### config.mk
export PLATFORM = sky130hd
export DESIGN_NAME = button_event_decoder
export DESIGN_NICKNAME = d
export VERILOG_FILES = /design/src/rtl/button_event_decoder.sv
export SDC_FILE = /design/constraint.sdc
export NUM_CORES = 1
export LEC_CHECK = 0
export CAP_MARGIN = 20
export CORE_MARGIN = 2
export CORE_UTILIZATION = 59
export CTS_BUF_LIST = sky130_fd_sc_hd__clkbuf_16
export CTS_CLUSTER_DIAMETER = 80
export DETAILED_ROUTE_END_ITERATION = 6
export GPL_TIMING_DRIVEN = 0
export PLACE_DENSITY = 0.78
export SLEW_MARGIN = 40
export SYNTH_ARGS = -nofsm -noshare
export SYNTH_HDL_FRONTEND = slang
export SYNTH_SLANG_ARGS = --single-unit
### constraint.sdc
create_clock -name clk -period 4.8 [get_ports clk]
set_clock_uncertainty 0.05 [all_clocks]
set_input_delay 0.72 -clock clk [delete_from_list [all_inputs] [get_ports clk]]
set_output_delay 0.72 -clock clk [all_outputs]
set_load 0.1 [all_outputs]
### src/rtl/button_event_decoder.sv
// Debounced button level to one-cycle short/long/double/repeat event pulses.
// All timing is counted in clk cycles; every output is registered.
module button_event_decoder #(
    parameter int unsigned LONG_CYCLES   = 50_000_000,
    parameter int unsigned DCLICK_CYCLES = 25_000_000,
    parameter int unsigned REPEAT_CYCLES = 10_000_000,
    parameter int unsigned CNT_W         = 26
) (
    input  logic clk,
    input  logic rst_n,
    input  logic btn_db,
    output logic pressed,
    output logic short_press,
    output logic long_press,
    output logic double_press,
    output logic repeat_press
);

    typedef enum logic [2:0] {
        IDLE,
        PRESS1,
        WAIT2,
        PRESS2,
        HELD
    } state_e;

    localparam logic [CNT_W-1:0] LONG_LAST   = CNT_W'(LONG_CYCLES - 1);
    localparam logic [CNT_W-1:0] DCLICK_LAST = CNT_W'(DCLICK_CYCLES - 1);
    localparam logic [CNT_W-1:0] REPEAT_LAST =
        (REPEAT_CYCLES > 0) ? CNT_W'(REPEAT_CYCLES - 1) : '0;
    localparam logic [CNT_W-1:0] CNT_MAX     = '1;
    localparam logic             REPEAT_EN   = (REPEAT_CYCLES > 0);

    state_e           state_q, state_d;
    logic [CNT_W-1:0] cnt_q, cnt_d;
    logic             prev_q, prev_d;
    logic             pressed_q, pressed_d;
    logic             short_q, short_d;
    logic             long_q, long_d;
    logic             double_q, double_d;
    logic             repeat_q, repeat_d;
    logic             rise;

    assign rise = btn_db & ~prev_q;

    always_comb begin
        state_d   = state_q;
        cnt_d     = (cnt_q == CNT_MAX) ? cnt_q : cnt_q + 1'b1;
        prev_d    = btn_db;
        pressed_d = btn_db;
        short_d   = 1'b0;
        long_d    = 1'b0;
        double_d  = 1'b0;
        repeat_d  = 1'b0;
        unique case (state_q)
            IDLE: begin
                if (rise) begin
                    state_d = PRESS1;
                    cnt_d   = '0;
                end
            end
            PRESS1: begin
                // The long edge fires even if the button is low on that very edge
                if (cnt_q == LONG_LAST) begin
                    long_d  = 1'b1;
                    state_d = btn_db ? HELD : IDLE;
                    cnt_d   = '0;
                end else if (!btn_db) begin
                    state_d = WAIT2;
                    cnt_d   = '0;
                end
            end
            WAIT2: begin
                if (cnt_q == DCLICK_LAST) begin
                    short_d = 1'b1;
                    state_d = rise ? PRESS1 : IDLE;
                    cnt_d   = '0;
                end else if (rise) begin
                    state_d = PRESS2;
                    cnt_d   = '0;
                end
            end
            PRESS2: begin
                if (!btn_db) begin
                    double_d = 1'b1;
                    state_d  = IDLE;
                    cnt_d    = '0;
                end
            end
            HELD: begin
                if (!btn_db) begin
                    state_d = IDLE;
                    cnt_d   = '0;
                end else if (REPEAT_EN && cnt_q == REPEAT_LAST) begin
                    repeat_d = 1'b1;
                    cnt_d    = '0;
                end
            end
            default: begin
                state_d = IDLE;
                cnt_d   = '0;
            end
        endcase
    end

    // prev resets high so a button held through reset is not seen as a press
    always_ff @(posedge clk or negedge rst_n) begin
        if (!rst_n) begin
            state_q   <= IDLE;
            cnt_q     <= '0;
            prev_q    <= 1'b1;
            pressed_q <= 1'b0;
            short_q   <= 1'b0;
            long_q    <= 1'b0;
            double_q  <= 1'b0;
            repeat_q  <= 1'b0;
        end else begin
            state_q   <= state_d;
            cnt_q     <= cnt_d;
            prev_q    <= prev_d;
            pressed_q <= pressed_d;
            short_q   <= short_d;
            long_q    <= long_d;
            double_q  <= double_d;
            repeat_q  <= repeat_d;
        end
    end

    assign pressed      = pressed_q;
    assign short_press  = short_q;
    assign long_press   = long_q;
    assign double_press = double_q;
    assign repeat_press = repeat_q;

endmodule

==> results.md, run 1 <==
- Outcome: finished, final reports clean
- Syn_area_per_cell: 9.50 µm²
- Grt ovf: 0
- Gp weighted congestion: 0.922
- Number of hold buffers added after CTS: 0
- Max frequency: 0.378 GHz
- Type of the worst setup path: flop to flop
- Power Density: 307 nW/µm²
- Cell leakage power: 0.869 nW
- Reg2reg start: cnt_q[6]
- Maximum vdd drop: 0.246 mV
- Combinational fraction of design power: 10.6%
- Seq/Total Area, Yosys: 43.8%
- Setup TNS: 0 ns
- Final setup fails: 0
- CTS Buf Count: 5
- Antenna Nets Post-Route: 0
- Fraction of layout cells with a size suffix above 1: 17.6%
- Maxcap violations: 0
- Synth top area cells: dfrtp_1 42%, xnor2_1 7.0%, nand4_1 4.1%
- Routed vias/inst: 6.32
- Initial DRC count: 164
- Layout area overhead: 13.4%
- Register-to-register setup slack: 2.15 ns
- R2R depth: 6
- Vias: 1,724
- Clock Path Buffers: 2
- Final Cell Area: 2270 µm²
- Crit start category: flop
- Count of cell types in the netlist: 43
- Diodes inserted: 0
- Root Buffer Master: clkbuf_16
- Cells after synthesis: 211
- Crit path max fanout: 10
- Cell Area, Placed: 2140 µm²
- Reg-to-Reg End: cnt_q[14]
- Share of the synthesized area in the top cell type: 42.4%
- Seq cells post-synth: 35
- Async S/R FF share, synth: 100%
- RSZ-0062 raised after global routing: no
- Initial antenna violation count: 0
- Required @ worst endpoint: 4.91 ns
- Final hold violations: 0
- Pins Over Slew Limit: 0
- Largest net degree at the start of global routing: 19
- Number of enable flip-flop cells after synthesis: 0
- CTS tree: yes
- Dominant synthesized flop cell: dfrtp_1
- WL met3: 304 µm
- Slew HR: 51.5%
- Final period util: 55.1%
- Row count: 21
- Setup bufs post-CTS: 0
- Worst-margin pin slew: 0.721 ns
- Clock share of power: 42.9%
- Post-layout util: 68.7%
- Die span in x: 62.3 µm
- Core ar.: 3310 µm²
- Clock Latency Late Sink: 0.28 ns
- Post-synth net total: 215
- Die Area: 3880 µm²
- Wire length on met1: 1890 µm
- Crit path time final: 2.65 ns
- Yosys top cell by area: dfrtp_1
- Initial Util: 60.5%
- First-pass GRT wire length: 7680 µm
- Die H: 62.3 µm
- Psw: 0.172 mW
- First drt pass iteration count: 4
- Post-CTS resize count: 0
- WP data arrival: 2.76 ns
- Wire per inst: 16.2 µm
- Final WL: 4420 µm
- Syn Std Cell Area: 2000 µm²
- Pint: 0.525 mW
- Synth cell count leaders: 34 x dfrtp_1, 16 x a21oi_1, 16 x nand2_1, 16 x xnor2_1, 15 x nor2_1
- Synth Warn #: 0
- Vias in the first global route: 1,702
- I/O Buffers: 7
- DRC: 0
- # fillers: 276
- Nets: 230
- DR top layer: met4
- H-tree depth reported by CTS: 2
- Clock Sink Count: 35
- Endpoint type of the worst setup path: flop
- Routed met2 length: 2120 µm
- Most common cell in the synthesized netlist: dfrtp_1
- HP Class: input port to asynchronous set/reset pin
- Total power: 0.698 mW
- I/O pin count: 8
- Clock transition at the registers of the reported paths: 0.05 ns
- Hpwl dp: 3200 µm
- Seq pwr share: 46.5%
- All-Layer GR Usage: 25.0%
- Switching Share: 24.7%
-- per-layer routing --
| layer | vias up | global-route usage [%] |
|---|---|---|
| met2 | 65 | 41.3 |
| met5 | - | 0 |
| li1 | 804 | - |
| met3 | 16 | 4.89 |
| met1 | 839 | 31.6 |
| met4 | 0 | 11.9 |
-- per-stage QoR --
| stage | worst slack (ns) | cells | hold slack (ns) |
|---|---|---|---|
| 2_1_floorplan | 2.53 | 211 | 0.374 |
| 3_3_place_gp | 2.18 | 264 | 0.485 |
| 6_report | 2.15 | 273 | 0.328 |
| 3_5_place_dp | 2.18 | 265 | 0.505 |
| 4_1_cts | 2.16 | 273 | 0.340 |
| 5_1_grt | 1.95 | 273 | 0.368 |
-- final cells by class --
type,count,area [µm²],share of cell area (%)
well taps,46,57.6,2.53
inverters,4,15.0,0.660
repair buffers,8,67.6,2.97
clock buffers,5,125,5.50
plain buffers,11,77.6,3.41
multi-input cells,161,1040,45.8
clock inverters,3,12.5,0.550
flip-flops and latches,35,877,38.6
-- how the worst max path moves through the flow --
| stage | start | end | slack, ns | cells after the start |
|---|---|---|---|---|
| global placement | cnt_q[6] | cnt_q[2] | 2.18 | 6 |
| floorplan | cnt_q[16] | cnt_q[18] | 2.53 | 7 |
| CTS | cnt_q[6] | cnt_q[14] | 2.16 | 6 |
| global route | cnt_q[0] | cnt_q[23] | 1.95 | 7 |
| finish | cnt_q[6] | cnt_q[14] | 2.15 | 6 |
| detailed placement | cnt_q[6] | cnt_q[7] | 2.18 | 6 |
-- state kept, by name, summed over array words and instances, names as in the netlist --
signal	count
pressed	1
long_press	1
prev_q	1
repeat_press	1
short_press	1
state_q	3
double_press	1
cnt_q	26
-- placed cells by master, fill, tap and decap left out, drive strengths merged, types with 2 or more instances in the layout --
cell and instances:
nand4 13, o21ai 7, xnor2 16, nor2 23
a211oi 4, nor4 10, nor3b 3, or3 7
and2 2, nand2 16, nor4b 2, inv 5
xor2 2, and3 2, nor3 3, nand3 7
or2 3, clkbuf 10, a21oi 19, nand2b 3
buf 13, or4 4, clkinv 2, and4 6
dfrtp 34
-- worst max-delay path: stages, from the launching register on --
cell      delay (ns)
dfrtp_1         0.43
or4b_1          0.53
nor4_1          0.42
nand3_1         0.22
a221oi_4        0.58
buf_6           0.23
nor2_1          0.06
-- power groups by stage --
stage | clock network (mW) | registers (mW) | logic (mW)
2_1_floorplan | 0 | 0.333 | 0.0456
3_3_place_gp | 0 | 0.328 | 0.0706
3_5_place_dp | 0 | 0.329 | 0.0746
4_1_cts | 0.301 | 0.324 | 0.0750
5_1_grt | 0.318 | 0.327 | 0.0823
6_report | 0.299 | 0.324 | 0.0738
-- kinds of logic after synthesis --
logic type	count (synthesis)	synth area share, %
AND/OR/NAND/NOR	109	32.5
XOR/XNOR	18	7.87
flip-flops	35	43.8
adder cells (fa/ha/maj)	1	0.624
AO/OA/AOI/OAI	33	10.6
buffers and inverters	15	4.62
(Power assumes the default switching activity.)
==> run 2, diff against run 1 <==
--- a/config.mk
+++ b/config.mk
@@ -7,12 +7,12 @@
 export LEC_CHECK = 0
 export CAP_MARGIN = 20
 export CORE_MARGIN = 2
-export CORE_UTILIZATION = 59
+export CORE_UTILIZATION = 54
 export CTS_BUF_LIST = sky130_fd_sc_hd__clkbuf_16
 export CTS_CLUSTER_DIAMETER = 80
 export DETAILED_ROUTE_END_ITERATION = 6
 export GPL_TIMING_DRIVEN = 0
-export PLACE_DENSITY = 0.78
+export PLACE_DENSITY = 0.75
 export SLEW_MARGIN = 40
 export SYNTH_ARGS = -nofsm -noshare
 export SYNTH_HDL_FRONTEND = slang
==> constraint.sdc (replaced) <==
create_clock -name clk -period 2.2 [get_ports clk]
set_clock_uncertainty 0.05 [all_clocks]
set_input_delay 0.33 -clock clk [delete_from_list [all_inputs] [get_ports clk]]
set_output_delay 0.33 -clock clk [all_outputs]
set_load 0.1 [all_outputs]
==> run 2 against run 1 <==
The flow now finishes with violations (negative setup slack). Clock power increased by 130%. Critical path depth increased by 1. Clock-buffer cell count unchanged. Via count increased by 6.0%. Critical path type unchanged. Critical endpoint is now cnt_q[6]. Largest power group unchanged.
==> results.md, run 2 (synthesis results as in run 1) <==
- Type of the worst setup path: flop to flop
- Layout area overhead: 31.3%
- All-Layer GR Usage: 26.2%
- Clock Latency Late Sink: 0.28 ns
- H-tree depth reported by CTS: 2
- Initial Util: 55.6%
- Post-layout util: 73.0%
- Wire per inst: 17.3 µm
- Vias: 1,828
- Pins Over Slew Limit: 0
- RSZ-0062 raised after global routing: yes
- Largest net degree at the start of global routing: 19
- HP Class: input port to asynchronous set/reset pin
- CP startpoint: cnt_q[11]
- Grt ovf: 0
- Die span in x: 64.9 µm
- Pre-CTS setup slack: -0.327 ns
- Endpoint type of the worst setup path: flop
- Most frequent cells in the layout: 27 x dfrtp_1, 23 x buf_4, 16 x a21oi_1, 16 x nand2_1, 16 x xnor2_1
- Reg-to-Reg End: cnt_q[6]
- Power Density: 604 nW/µm²
- Outcome: finished with violations
- Max reg flops: 26
- Most flop-heavy register: cnt_q
- Final setup fails: 26
- Cell Count Post-Placement: 267
- Worst-margin pin slew: 0.482 ns
- Initial antenna violation count: 0
- CTS Buf Count: 5
- Crit path time final: 2.34 ns
- Cell Area, Placed: 2160 µm²
- Clock Sink Count: 35
- CTS tree: yes
- Maximum vdd drop: 0.422 mV
- Die H: 64.9 µm
- Sequential cell area: 886 µm²
- Final hold slack: 0.481 ns
- Final hold violations: 0
- Die Area: 4220 µm²
- Diodes inserted: 0
- Crit start category: flop
- First-pass GRT wire length: 8370 µm
- Slew HR: 68.1%
- Initial DRC count: 174
- I/O Buffers: 7
- I/O pin count: 8
- Antenna Nets Post-Route: 0
- First drt pass iteration count: 4
- Final period util: 106%
- Top flop regs: cnt_q (26), state_q (3)
- Failing checks: negative setup slack
- Cell leakage power: 1.03 nW
- Max frequency: 0.428 GHz
- Routed vias/inst: 6.07
- Vias in the first global route: 1,754
- DRC: 0
- Final WL: 5210 µm
- Multi-input gate area: 1150 µm²
- Gp weighted congestion: 0.849
- Nets: 256
- # fillers: 265
- Maxcap violations: 0
- Commonest non-fill, non-tap cell in the layout: dfrtp_1
- Fraction of layout cells with a size suffix above 1: 33.6%
- Reg2reg start: cnt_q[11]
- Row count: 22
- Worst setup path end: cnt_q[6]
- WP data arrival: 2.45 ns
- Hpwl dp: 3060 µm
- Root Buffer Master: clkbuf_16
- Clock Path Buffers: 2
- PnR worst setup slack: -0.136 ns
- R2R depth: 7
- Crit path max fanout: 5
- Cell Count, Final, Fillers Out: 301
- Register-to-register setup slack: -0.14 ns
- Core ar.: 3610 µm²
- Clock transition at the registers of the reported paths: 0.06 ns
- Final Cell Area: 2630 µm²
- Required @ worst endpoint: 2.32 ns
## run 2: changes by cell type in the layout (fill, tap and decap cells not counted), sizes merged
cell	change
dlygate4sd3	+1
buf	+24
inv	-1
clkinv	+1
clkbuf	+1
## run 2: where the power goes
group	internal [mW]	switching, mW	total (mW)
clock network	0.413	0.263	0.676
registers	0.675	0.0331	0.708
logic	0.0926	0.114	0.207
## run 2: how the worst min path moves through the flow
stage,startpoint,to,slack (ns),cells past startpoint
after floorplan,rst_n,cnt_q[0],-0.02,0
after global placement,state_q[0],state_q[2],0.49,2
after detailed placement,rst_n,cnt_q[18],0.26,1
after CTS,rst_n,cnt_q[20],0.50,2
after global routing,cnt_q[1],cnt_q[1],0.52,2
final,rst_n,cnt_q[16],0.48,2
## run 2: layout make-up
| class | count | area share [%] |
|---|---|---|
| clock buffers | 5 | 4.75 |
| well taps | 48 | 2.28 |
| multi-input cells | 161 | 43.7 |
| clock inverters | 3 | 0.570 |
| repair buffers | 34 | 11.0 |
| inverters | 4 | 0.570 |
| flip-flops and latches | 35 | 33.7 |
| plain buffers | 11 | 3.42 |
## run 2: per-layer routing
| metal | global-route usage, % | wire length [µm] |
|---|---|---|
| met3 | 5.73 | 346 |
| met2 | 41.4 | 2550 |
| met4 | 12.0 | 127 |
| met1 | 34.3 | 2190 |
| met5 | 0 | 0 |
## run 2: timing repair
| action | in CTS | in global routing |
|---|---|---|
| resized for setup | 19 | 9 |
| cloned | 0 | 1 |
| setup buffers | 21 | 3 |
| pin swaps | 6 | 6 |
| endpoints found under the hold margin | 17 | 0 |
| endpoints found under the setup margin | 26 | 28 |
| hold buffers | 1 | 0 |
## run 2: per-stage QoR
step                  TNS, ns  total power [mW]
finish                  -2.96              1.59
global route            -4.81              1.65
CTS                    -0.816              1.57
detailed placement      -6.96             0.879
global placement        -7.23             0.875
floorplan           -0.000463             0.828
## run 2: worst max-delay path, cell delays in order (launching register included)
cell and delay (ns):
dfrtp_1 0.46, nor4b_4 0.33, nand4_1 0.17, or4_4 0.48, a221oi_4 0.35, buf_6 0.18, clkbuf_16 0.15, nor2_2 0.04
==> run 3, diff against run 2 <==
--- a/config.mk
+++ b/config.mk
@@ -12,6 +12,7 @@
 export CTS_CLUSTER_DIAMETER = 80
 export DETAILED_ROUTE_END_ITERATION = 6
 export GPL_TIMING_DRIVEN = 0
+export MAX_ROUTING_LAYER = met4
 export PLACE_DENSITY = 0.75
 export SLEW_MARGIN = 40
 export SYNTH_ARGS = -nofsm -noshare
==> run 3 against run 2 <==
The run still ends with negative setup slack left. Final cell count unchanged. Flip-flop and latch count unchanged. Total power decreased by 0.27%. Worst hold slack improved by 0.00078 ns. Largest power group unchanged. Highest routed layer unchanged.
==> results.md, run 3 (synthesis results as in run 1) <==
- Outcome: finished with violations
- Failing checks: negative setup slack
- Register-to-register setup slack: -0.14 ns
- Die H: 64.9 µm
- Most frequent cells in the layout: 27 x dfrtp_1, 23 x buf_4, 16 x a21oi_1, 16 x nand2_1, 16 x xnor2_1
- Antenna Nets Post-Route: 0
- Final setup fails: 26
- Final hold slack: 0.482 ns
- H-tree depth reported by CTS: 2
- Hpwl dp: 3060 µm
- Root Buffer Master: clkbuf_16
- Diodes inserted: 0
- I/O Buffers: 7
- Top flop regs: cnt_q (26), state_q (3)
- CTS Buf Count: 5
- Wire per inst: 17.2 µm
- Critical-path cell list: inv_1 > or3_1 > or4_4 > a221oi_4 > buf_6 > clkbuf_16 > nor2_2
- Clock transition at the registers of the reported paths: 0.05 ns
- Reg-to-Reg End: cnt_q[6]
- Die span in x: 64.9 µm
- RSZ-0062 raised after global routing: yes
- Cell leakage power: 1.03 nW
- Max reg flops: 26
- Clock Latency Late Sink: 0.28 ns
- Crit path time final: 2.34 ns
- CTS tree: yes
- WP data arrival: 2.45 ns
- Routed vias/inst: 6.05
- Cell Count, Final, Fillers Out: 301
- Total power: 1.59 mW
- Layout area overhead: 31.3%
- Clock Sink Count: 35
- Gp weighted congestion: 0.862
- Required @ worst endpoint: 2.32 ns
- Vias: 1,821
- DRC: 0
- Maximum vdd drop: 0.421 mV
- Nets: 256
- Most flop-heavy register: cnt_q
- Commonest non-fill, non-tap cell in the layout: dfrtp_1
- Power Density: 602 nW/µm²
- Endpoint type of the worst setup path: flop
- Initial DRC count: 191
- Type of the worst setup path: flop to flop
- First-pass GRT wire length: 8380 µm
- CP startpoint: cnt_q[25]
- Slowest cell on crit path: or4_4
- R2R depth: 7
- Crit path max fanout: 5
- Final hold violations: 0
- Worst-margin pin slew: 0.482 ns
- Worst setup path end: cnt_q[6]
- First drt pass iteration count: 4
- PnR worst setup slack: -0.135 ns
- Grt ovf: 0
- Slew HR: 68.1%
- Clock Path Buffers: 2
- Slowest stage delay, CP: 0.56 ns
- Max frequency: 0.428 GHz
- Final period util: 106%
- Vias in the first global route: 1,754
- Cell Count Post-Placement: 267
- Pins Over Slew Limit: 0
- Row count: 22
- Maxcap violations: 0
- Largest net degree at the start of global routing: 19
- Die Area: 4220 µm²
- Core ar.: 3610 µm²
- Initial antenna violation count: 0
- Crit start category: flop
- Final WL: 5170 µm
- All-Layer GR Usage: 27.0%
- HP Class: input port to asynchronous set/reset pin
- I/O pin count: 8
- Initial Util: 55.6%
- Reg2reg start: cnt_q[25]
- Fraction of layout cells with a size suffix above 1: 33.6%
[run 3: where the power goes]
group | switching [mW] | leakage [nW] | internal (mW)
logic | 0.113 | 0.488 | 0.0926
registers | 0.0318 | 0.465 | 0.675
clock network | 0.261 | 0.0733 | 0.412
total | 0.406 | 1.03 | 1.18
[run 3: metal layers]
metal  wire (µm)  global-route usage [%]
met1        2150                    34.6
met2        2550                    41.2
met3         363                    5.73
met4         112                    12.0
met5           0                       -
[run 3: worst min-delay path by stage]
stage               start    endpoint
4_1_cts             rst_n   cnt_q[20]
3_3_place_gp   state_q[0]  state_q[2]
2_1_floorplan       rst_n    cnt_q[0]
5_1_grt          cnt_q[1]    cnt_q[1]
6_report            rst_n   cnt_q[16]
3_5_place_dp        rst_n   cnt_q[18]
[run 3: worst max-delay path, delay by kind of cell, from the launching register on]
kind,cells,cell delay (ns)
AND/OR/NAND/NOR,3,0.97
buffers and inverters,3,0.44
flip-flops,1,0.40
AO/OA/AOI/OAI,1,0.36
[run 3: final cells by class]
class	count	area [µm²]
Tap cell	48	60.1
Fill cell	265	973
Clock buffer	5	125
Multi-Input combinational cell	161	1150
Inverter	4	15.0
Sequential cell	35	886
Timing Repair Buffer	34	290
Buffer	11	90.1
Clock inverter	3	15.0
[run 3: metrics by stage]
stage / cell area [µm²] / setup TNS, ns / setup WS, ns / util (%)
after floorplan: 2030 / -0.000463 / -0.000108 / -
after global placement: 2160 / -7.23 / -0.379 / 59.9
after detailed placement: 2160 / -6.96 / -0.327 / 60.0
after CTS: 2530 / -0.816 / -0.0526 / 70.2
after global routing: 2630 / -4.82 / -0.200 / 73.0
final: 2630 / -2.98 / -0.135 / 73.0
[run 3: timing repair]
item                       CTS  global route
setup endpoints to repair   26            28
hold buffers                 1             0
cloned                       0             1
buffers inserted            21             3
resized for setup           19             9
pin swaps                    6             6
hold endpoints to repair    17             0
